## config.mk

```make
export PLATFORM = sky130hd
export DESIGN_NAME = spi_slave_regfile
export DESIGN_NICKNAME = d
export VERILOG_FILES = /design/src/rtl/spi_slave_regfile.sv
export SDC_FILE = /design/constraint.sdc
export NUM_CORES = 1
export LEC_CHECK = 0
export CORE_MARGIN = 2
export CORE_UTILIZATION = 40
export DETAILED_ROUTE_END_ITERATION = 16
export GPL_TIMING_DRIVEN = 0
export HOLD_SLACK_MARGIN = 0.15
export PLACE_DENSITY = 0.68
export SETUP_SLACK_MARGIN = 0.3
export SLEW_MARGIN = 0
export SYNTH_ARGS = -nofsm -noshare
export SYNTH_HDL_FRONTEND = slang
export SYNTH_SLANG_ARGS = --single-unit
```

## constraint.sdc

```tcl
create_clock -name clk -period 2.7 [get_ports clk]
set_input_delay 0.27 -clock clk [delete_from_list [all_inputs] [get_ports clk]]
set_output_delay 0.27 -clock clk [all_outputs]
set_load 0.01 [all_outputs]
```

## src/rtl/spi_slave_regfile.sv

```systemverilog
// rtl/spi_slave_regfile.sv - SPI mode-0 slave that writes 32-bit framed commands into a 16x16 register bank.
module spi_slave_regfile #(
    parameter logic [11:0] HEADER      = 12'h001,
    parameter int          SYNC_STAGES = 2
) (
    input  logic        clk,
    input  logic        rst_n,
    input  logic        sclk_in,
    input  logic        cs_n_in,
    input  logic        mosi_in,
    input  logic [3:0]  rd_addr,
    output logic [15:0] rd_data,
    output logic        wr_valid,
    output logic [3:0]  wr_addr,
    output logic [15:0] wr_data,
    output logic        frame_err
);

    typedef enum logic [1:0] {WAIT_HI, IDLE, SHIFT, DONE} state_t;

    state_t                 r_state;
    state_t                 w_state_nxt;
    logic [SYNC_STAGES-1:0] r_sclk_sync;
    logic [SYNC_STAGES-1:0] r_cs_sync;
    logic [SYNC_STAGES-1:0] r_mosi_sync;
    logic [SYNC_STAGES-1:0] r_arm;
    logic                   r_sclk_prev;
    logic                   r_cs_prev;
    logic [30:0]            r_shift;
    logic [5:0]             r_count;
    logic [15:0]            r_bank [16];
    logic [15:0]            r_rd_data;
    logic                   r_wr_valid;
    logic [3:0]             r_wr_addr;
    logic [15:0]            r_wr_data;
    logic                   r_frame_err;

    logic        w_sclk;
    logic        w_cs_n;
    logic        w_mosi;
    logic        w_rise;
    logic        w_cs_fall;
    logic [31:0] w_frame;
    logic        w_hdr_ok;
    logic        w_shift_en;
    logic        w_clear;
    logic        w_commit;
    logic        w_abort;

    assign w_sclk    = r_sclk_sync[SYNC_STAGES-1];
    assign w_cs_n    = r_cs_sync[SYNC_STAGES-1];
    assign w_mosi    = r_mosi_sync[SYNC_STAGES-1];
    assign w_rise    = w_sclk & ~r_sclk_prev;
    assign w_cs_fall = ~w_cs_n & r_cs_prev;
    assign w_frame   = {r_shift, w_mosi};
    assign w_hdr_ok  = (w_frame[31:20] == HEADER);

    // r_arm fills with ones as real pin values reach the last sync stage, so the
    // reset value of the cs_n chain is never mistaken for an idle bus.
    always_ff @(posedge clk or negedge rst_n) begin
        if (!rst_n) begin
            r_sclk_sync <= '0;
            r_cs_sync   <= '1;
            r_mosi_sync <= '0;
            r_arm       <= '0;
            r_sclk_prev <= 1'b0;
            r_cs_prev   <= 1'b1;
        end else begin
            r_sclk_sync <= {r_sclk_sync[SYNC_STAGES-2:0], sclk_in};
            r_cs_sync   <= {r_cs_sync[SYNC_STAGES-2:0], cs_n_in};
            r_mosi_sync <= {r_mosi_sync[SYNC_STAGES-2:0], mosi_in};
            r_arm       <= {r_arm[SYNC_STAGES-2:0], 1'b1};
            r_sclk_prev <= w_sclk;
            r_cs_prev   <= w_cs_n;
        end
    end

    always_ff @(posedge clk or negedge rst_n) begin
        if (!rst_n) begin
            r_state <= WAIT_HI;
        end else begin
            r_state <= w_state_nxt;
        end
    end

    always_comb begin
        w_state_nxt = r_state;
        w_shift_en  = 1'b0;
        w_clear     = 1'b0;
        w_commit    = 1'b0;
        w_abort     = 1'b0;
        case (r_state)
            WAIT_HI: begin
                if (r_arm[SYNC_STAGES-1] && w_cs_n) w_state_nxt = IDLE;
            end
            IDLE: begin
                w_clear = 1'b1;
                if (w_cs_fall) w_state_nxt = SHIFT;
            end
            SHIFT: begin
                // A final edge coinciding with cs_n rising still completes the frame.
                if (w_rise && (r_count == 6'd31)) begin
                    w_shift_en  = 1'b1;
                    w_commit    = 1'b1;
                    w_state_nxt = w_cs_n ? IDLE : DONE;
                end else if (w_cs_n) begin
                    w_abort     = (r_count != 6'd0);
                    w_state_nxt = IDLE;
                end else if (w_rise) begin
                    w_shift_en = 1'b1;
                end
            end
            DONE: begin
                if (w_cs_n) w_state_nxt = IDLE;
            end
            default: w_state_nxt = WAIT_HI;
        endcase
    end

    always_ff @(posedge clk or negedge rst_n) begin
        if (!rst_n) begin
            r_shift     <= '0;
            r_count     <= '0;
            r_wr_valid  <= 1'b0;
            r_frame_err <= 1'b0;
            r_wr_addr   <= '0;
            r_wr_data   <= '0;
            r_rd_data   <= '0;
            for (int i = 0; i < 16; i++) r_bank[i] <= '0;
        end else begin
            if (w_clear) begin
                r_shift <= '0;
                r_count <= '0;
            end else if (w_shift_en) begin
                r_shift <= w_frame[30:0];
                r_count <= r_count + 6'd1;
            end
            r_wr_valid  <= w_commit & w_hdr_ok;
            r_frame_err <= w_abort | (w_commit & ~w_hdr_ok);
            if (w_commit && w_hdr_ok) begin
                r_wr_addr                 <= w_frame[19:16];
                r_wr_data                 <= w_frame[15:0];
                r_bank[w_frame[19:16]]    <= w_frame[15:0];
            end
            r_rd_data <= r_bank[rd_addr];
        end
    end

    assign rd_data   = r_rd_data;
    assign wr_valid  = r_wr_valid;
    assign wr_addr   = r_wr_addr;
    assign wr_data   = r_wr_data;
    assign frame_err = r_frame_err;

endmodule

```

==> flow_summary.ini, run 1 <==
[sta]
setup_ws_ns = 0.3163
layout_min_cycle_time_ns = 2.384
slew_headroom_pct = 34.83
rsz0062_at_grt = yes
hold_violations = 0
worstMarginPinSlew_ns = 0.9775
min_period_over_period_pct = 88.29
holdWs_ns = 0.1879
fin_skew_ns = 0.009483
fmax_ghz = 0.4195
slew_violations = 0
setup_viol = 0

[grt]
grtUsageMet1_pct = 23.92
grt.met2_usage_pct = 26.89
grt-busiest-layer = met2
globalRouteOverflowTotal = 0
grt_util_met3_pct = 3.089
grt_pass1_wl_um = 51300
grt_pass1_vias = 8682
antenna_found_initial = 0
grt_start_max_net_pins = 119
grt_util_all_layers_pct = 16.89

[logic_synthesis]
ys_seq_area_share_pct = 56.13
synth-compound-area-share_pct = 2.429
yosys.area.top_type = dfrtp_1
syn_avg_cell_area_sq_um = 17.25
yosysMostFrequentCell = dfrtp_1
synthFlopType = dfrtp_1
synth_top_area_share_pct = 55.61
ys_seq_elements = 343
synth_fp_nets = 898
ys_types = 37
yosys-top-cells-count = dfrtp_1, mux2_2, mux2_4, mux4_2
synth_xor_area_share_pct = 0
synth_fa_ha_area_share_pct = 0.1636
syn_inst = 887
synth-edff-count = 0
synth_top_family_by_area = multiplexers
synth-simple-area-share_pct = 3.844
async_reset_ff_share_pct = 100.0
synth.yosys.warnings = 0
ys_top_cells_by_area = dfrtp_1, mux2_2, mux4_2
syn_area_sq_mm = 0.01530
synth.area.mux_share_pct = 34.13

[die]
die_area_sq_mm = 0.03983
core-area_sq_mm = 0.03767
io_pins = 47
initial_core_util_pct = 40.62
fp.dieH_um = 199.6
core.rowCount = 71
die_x_um = 199.6

[hold_path]
hold_depth = 1
hp-class = in2reg

[power_and_ir_drop]
vdd_drop_max_uv = 389.0
totalPowerFinal_mw = 10.66
power.leakage_nw = 8.617
power.density_mw_per_mm2 = 580.6

[worst_setup_path]
worstPathMaxFanout = 10
worstPathArrival_ns = 2.78
r2r_cells = 9
worst_setup_path_end_kind = flop
critical_path_class = reg2reg
crit_required_ns = 3.10
startpoint_type = flop

[drt]
wl_um = 32800
drtAntennaViolNets = 0
vias = 8067
first_pass_iters = 4
drc = 0
drtIter0Drc = 428
viasPerCell = 5.178
post_drt_wl_per_cell_um = 21.05

[layout]
drive_gt1_share_pct = 51.19
syn_to_final_growth_pct = 20.06
diodes = 0
nNetsFinal = 1034
stdcell_count = 1558

[clock_tree]
clock_path_buffers = 3
cts_root_buffer = clkbuf_16
htreeDepth = 2
clkTransAtPathRegs_ns = 0.06
cts_buffers = 37
cts_tree = done
clock-sinks = 343
worstSkewPairLatency_ns = 0.52

[place]
dpl.hpwl_um = 20850
dp_cells = 1442
gp_congestion = 0.7259
pre_cts_ws_ns = 0.02580
numPortBuffers = 42

[job]
maxCapViolations = 0

[outcome]
outcome = completed
## stage by stage
stage                     TNS (ns)  cell area, sq um  utilization (%)
after floorplan                  0             15300                -
after global routing             0             18370            48.77
final                            0             18370            48.77
after global placement    -4593.94             16360            43.43
after detailed placement         0             16420            43.59
after CTS                        0             18010            47.80
## cells in the final DEF (no fill, tap or decap), types with 9 or more instances in the layout
master           synthesis  layout
mux2_4                  80      96
mux2_2                 197     181
a22o_1                  32      32
clkbuf_16                0      42
buf_12                   1      11
dfrtp_1                340     340
buf_1                   20      17
nor4_4                  16      16
mux4_2                  80      80
clkbuf_1                32      32
nand2b_1                 9       9
buf_4                    2      33
buf_6                    8      18
clkbuf_8                 0       9
clkinv_2                 0       9
buf_2                   11      13
clkdlybuf4s50_1          0      41
## worst paths after layout
| path | start | end | slack, ns |
|---|---|---|---|
| min in group asynchronous | rst_n | wr_addr[1] | 0.43 |
| max | r_count[0] | r_bank[251] | 0.32 |
| max reg2reg | r_count[0] | r_bank[251] | 0.32 |
| max in group asynchronous | rst_n | rd_data[11] | 1.19 |
| min reg2reg | r_mosi_sync[0] | r_mosi_sync[1] | 0.35 |
| min | mosi_in | r_mosi_sync[0] | 0.19 |
## logic make-up (layout without fill, tap and decap cells)
kind of cell,count (synthesis),after routing
adders and majority gates,2,2
muxes,357,357
DFF,343,343
buffers and inverters,84,244
and+or+nand+nor,54,54
other,1,1
AOI/OAI and AO/OA,46,46
## timing repair
action / in CTS / in global routing
setup endpoints to repair: 287 / 246
hold buffers: 2 / 0
gates cloned: 0 / 6
pin swaps: 16 / 2
endpoints found under the hold margin: 107 / 0
gates resized for setup: 5 / 57
buffers inserted: 41 / 4
## per-layer routing
layer / wire [um] / part of all wire (%)
met5: 0 / 0
met4: 607 / 1.9
met3: 1392 / 4.2
met2: 15680 / 48
met1: 15110 / 46
## layout make-up
class	instances	area (sq um)
Buffer	82	581.8
Inverter	2	7.507
Timing Repair Buffer	97	1036
Multi-Input combinational cell	460	6280
Sequential cell	343	8587
Clock buffer	48	1057
Tap cell	511	639.4
Clock inverter	15	180.2
Fill cell	3188	19300
## state kept, by name, summed over array words and instances, names as in the netlist, 2 cells and up
signal	cells
r_shift	31
r_count	6
r_arm	2
r_state	2
rd_data	16
r_bank	256
wr_data	16
r_cs_sync	2
wr_addr	4
r_mosi_sync	2
r_sclk_sync	2
## worst max-delay path, stage by stage (launching register included)
cell	delay [ns]
dfrtp_1	0.40
ha_2	0.22
and3_4	0.19
buf_6	0.11
nand3b_4	0.17
buf_6	0.22
nor4_4	0.28
buf_6	0.17
buf_8	0.18
mux2_4	0.32
## report_power, final
part           internal (mW)  switching [mW]  leakage, nW
registers               5.16          0.0122         4.77
clock network           3.13            2.04        0.615
logic                 0.0940           0.234         3.24
total                   8.38            2.28         8.62
(Power assumes the default switching activity.)
==> run 2, diff against run 1 <==
CORE_MARGIN = not set   (was 2)
HOLD_SLACK_MARGIN = not set   (was 0.15)
PLACE_DENSITY = not set   (was 0.68)
==> run 2 against run 1 <==
  * Power down 3.7%
  * Utilization down 0.49 points
  * Worst setup slack better by 0.062 ns
  * Clock-buffer cell count up 3
  * Non-clock buffer count down 3
  * Die area down 2.0%
  * Wire length up 0.37%
  * Global-route usage up 0.69 points
  * Highest routed layer unchanged
==> flow_summary.ini, run 2 (synthesis results as in run 1) <==
[outcome]
outcome = completed

[layout]
filler_cell_count = 3266
final_common_cell = dfrtp_1
drive_gt1_share_pct = 50.29
seq_area_sq_mm = 0.008587
stdcell_count = 1558
largest-register = r_bank
nNetsFinal = 1031
final_cell_mix = dfrtp_1, mux2_2, mux4_2, mux2_4
multiInputGateArea_sq_mm = 0.006212
reg.largest.list = r_bank x256, r_shift x31
syn_to_final_growth_pct = 18.85
largest_register_ffs = 256

[worst_setup_path]
r2r_end = r_bank[35]
critical_path_class = reg2reg
startpoint_type = flop
r2r_cells = 9
worst_setup_path_end_kind = flop
worstPathMaxFanout = 6
crit_required_ns = 3.09
worstReg2RegStart = r_count[1]
worstPathArrival_ns = 2.72
r2r_slack_ns = 0.38

[grt]
antenna_found_initial = 0
grt_start_max_net_pins = 92
grt_pass1_vias = 8512
grt_util_all_layers_pct = 17.58
globalRouteOverflowTotal = 0
grt_pass1_wl_um = 51910

[hold_path]
min_to = r_cs_sync[0]
hold_depth = 1
hp-class = in2reg
hold_start = cs_n_in

[drt]
first_pass_iters = 4
drtIter0Drc = 410
viasPerCell = 5.178
drtAntennaViolNets = 0
drc = 0
wl_um = 32920
post_drt_wl_per_cell_um = 21.13
vias = 8068

[clock_tree]
clkTransAtPathRegs_ns = 0.06
htreeDepth = 2
cts_buffers = 37
clock-sinks = 343
worstSkewPairLatency_ns = 0.52
cts_tree = done
clock_path_buffers = 3
cts_root_buffer = clkbuf_16

[sta]
min_period_over_period_pct = 86.00
hold_violations = 0
rsz0062_at_grt = yes
slew_headroom_pct = 31.50
holdWs_ns = 0.1612
setup_viol = 0
layout_min_cycle_time_ns = 2.322
fin_skew_ns = 0.01687
worstMarginPinSlew_ns = 1.028
tns_ns = 0
fmax_ghz = 0.4307
slew_violations = 0

[place]
dpl.hpwl_um = 21290
numPortBuffers = 42
gp_congestion = 0.7315
dp_cells = 1443

[power_and_ir_drop]
power.density_mw_per_mm2 = 565.0
vdd_drop_max_uv = 329.8
power.leakage_nw = 8.543

[job]
maxCapViolations = 0

[die]
die_area_sq_mm = 0.03904
die_x_um = 197.6
initial_core_util_pct = 40.62
io_pins = 47
core-area_sq_mm = 0.03767
fp.dieH_um = 197.6
core.rowCount = 71
run 2: per-layer routing:
metal  vias up  routed length, um  share of wire [%]  global-route usage [%]
met5         -                  0                  0                       0
met4         0                572                1.7                   4.651
met3        47               1502                4.6                   2.681
met2       123              14830                 45                   26.20
met1      4322              16020                 49                   26.68
li1       3576                  -                  -                       -
run 2: report_power, final:
part           internal [mW]  switching (mW)
combinational         0.0961           0.236
clock                   2.74            2.03
sequential              5.16          0.0121
run 2: timing repair:
action                     in CTS  in global routing
setup endpoints to repair     259                239
cloned                          0                  4
resized for setup               4                 42
hold buffers                    1                  0
pin swaps                      14                  3
hold endpoints to repair       79                  0
buffers inserted               38                  6
run 2: layout make-up:
| type | count | area share (%) |
|---|---|---|
| sequential | 343 | 47.22 |
| antenna | 1 | 0.01376 |
| buffer | 82 | 3.358 |
| clock buffer | 51 | 5.601 |
| tap | 511 | 3.516 |
| multi-input combinational | 460 | 34.16 |
| timing repair buffer | 94 | 5.484 |
| inverter | 2 | 0.04129 |
| clock inverter | 14 | 0.5986 |
run 2: worst max path at each step:
stage	slack (ns)	start	endpoint	cells after the start
floorplan	0.47	r_count[0]	r_bank[197]	8
global placement	-13.81	rst_n	wr_addr[1]	1
detailed placement	-0.04	rd_addr[0]	rd_data[14]	4
CTS	0.31	r_count[1]	wr_addr[3]	8
global route	0.28	r_count[1]	r_bank[166]	9
finish	0.38	r_count[1]	r_bank[35]	9
run 2: critical path: stages (launching register included):
cell and delay, ns:
dfrtp_1 0.40, ha_2 0.19, and3_1 0.17, buf_6 0.10, nand3b_4 0.17, buf_12 0.21
nor4_4 0.29, buf_6 0.17, buf_4 0.15, mux2_2 0.34
run 2: metrics by stage:
stage	setup slack, ns	instance area, sq um	total power [mW]	utilization, %
floorplan	0.4683	15300	5.414	-
global placement	-13.81	16360	5.595	43.43
detailed placement	-0.04217	16450	5.604	43.67
CTS	0.3140	17880	10.43	47.46
global route	0.2845	18180	10.65	48.27
finish	0.3781	18180	10.27	48.28
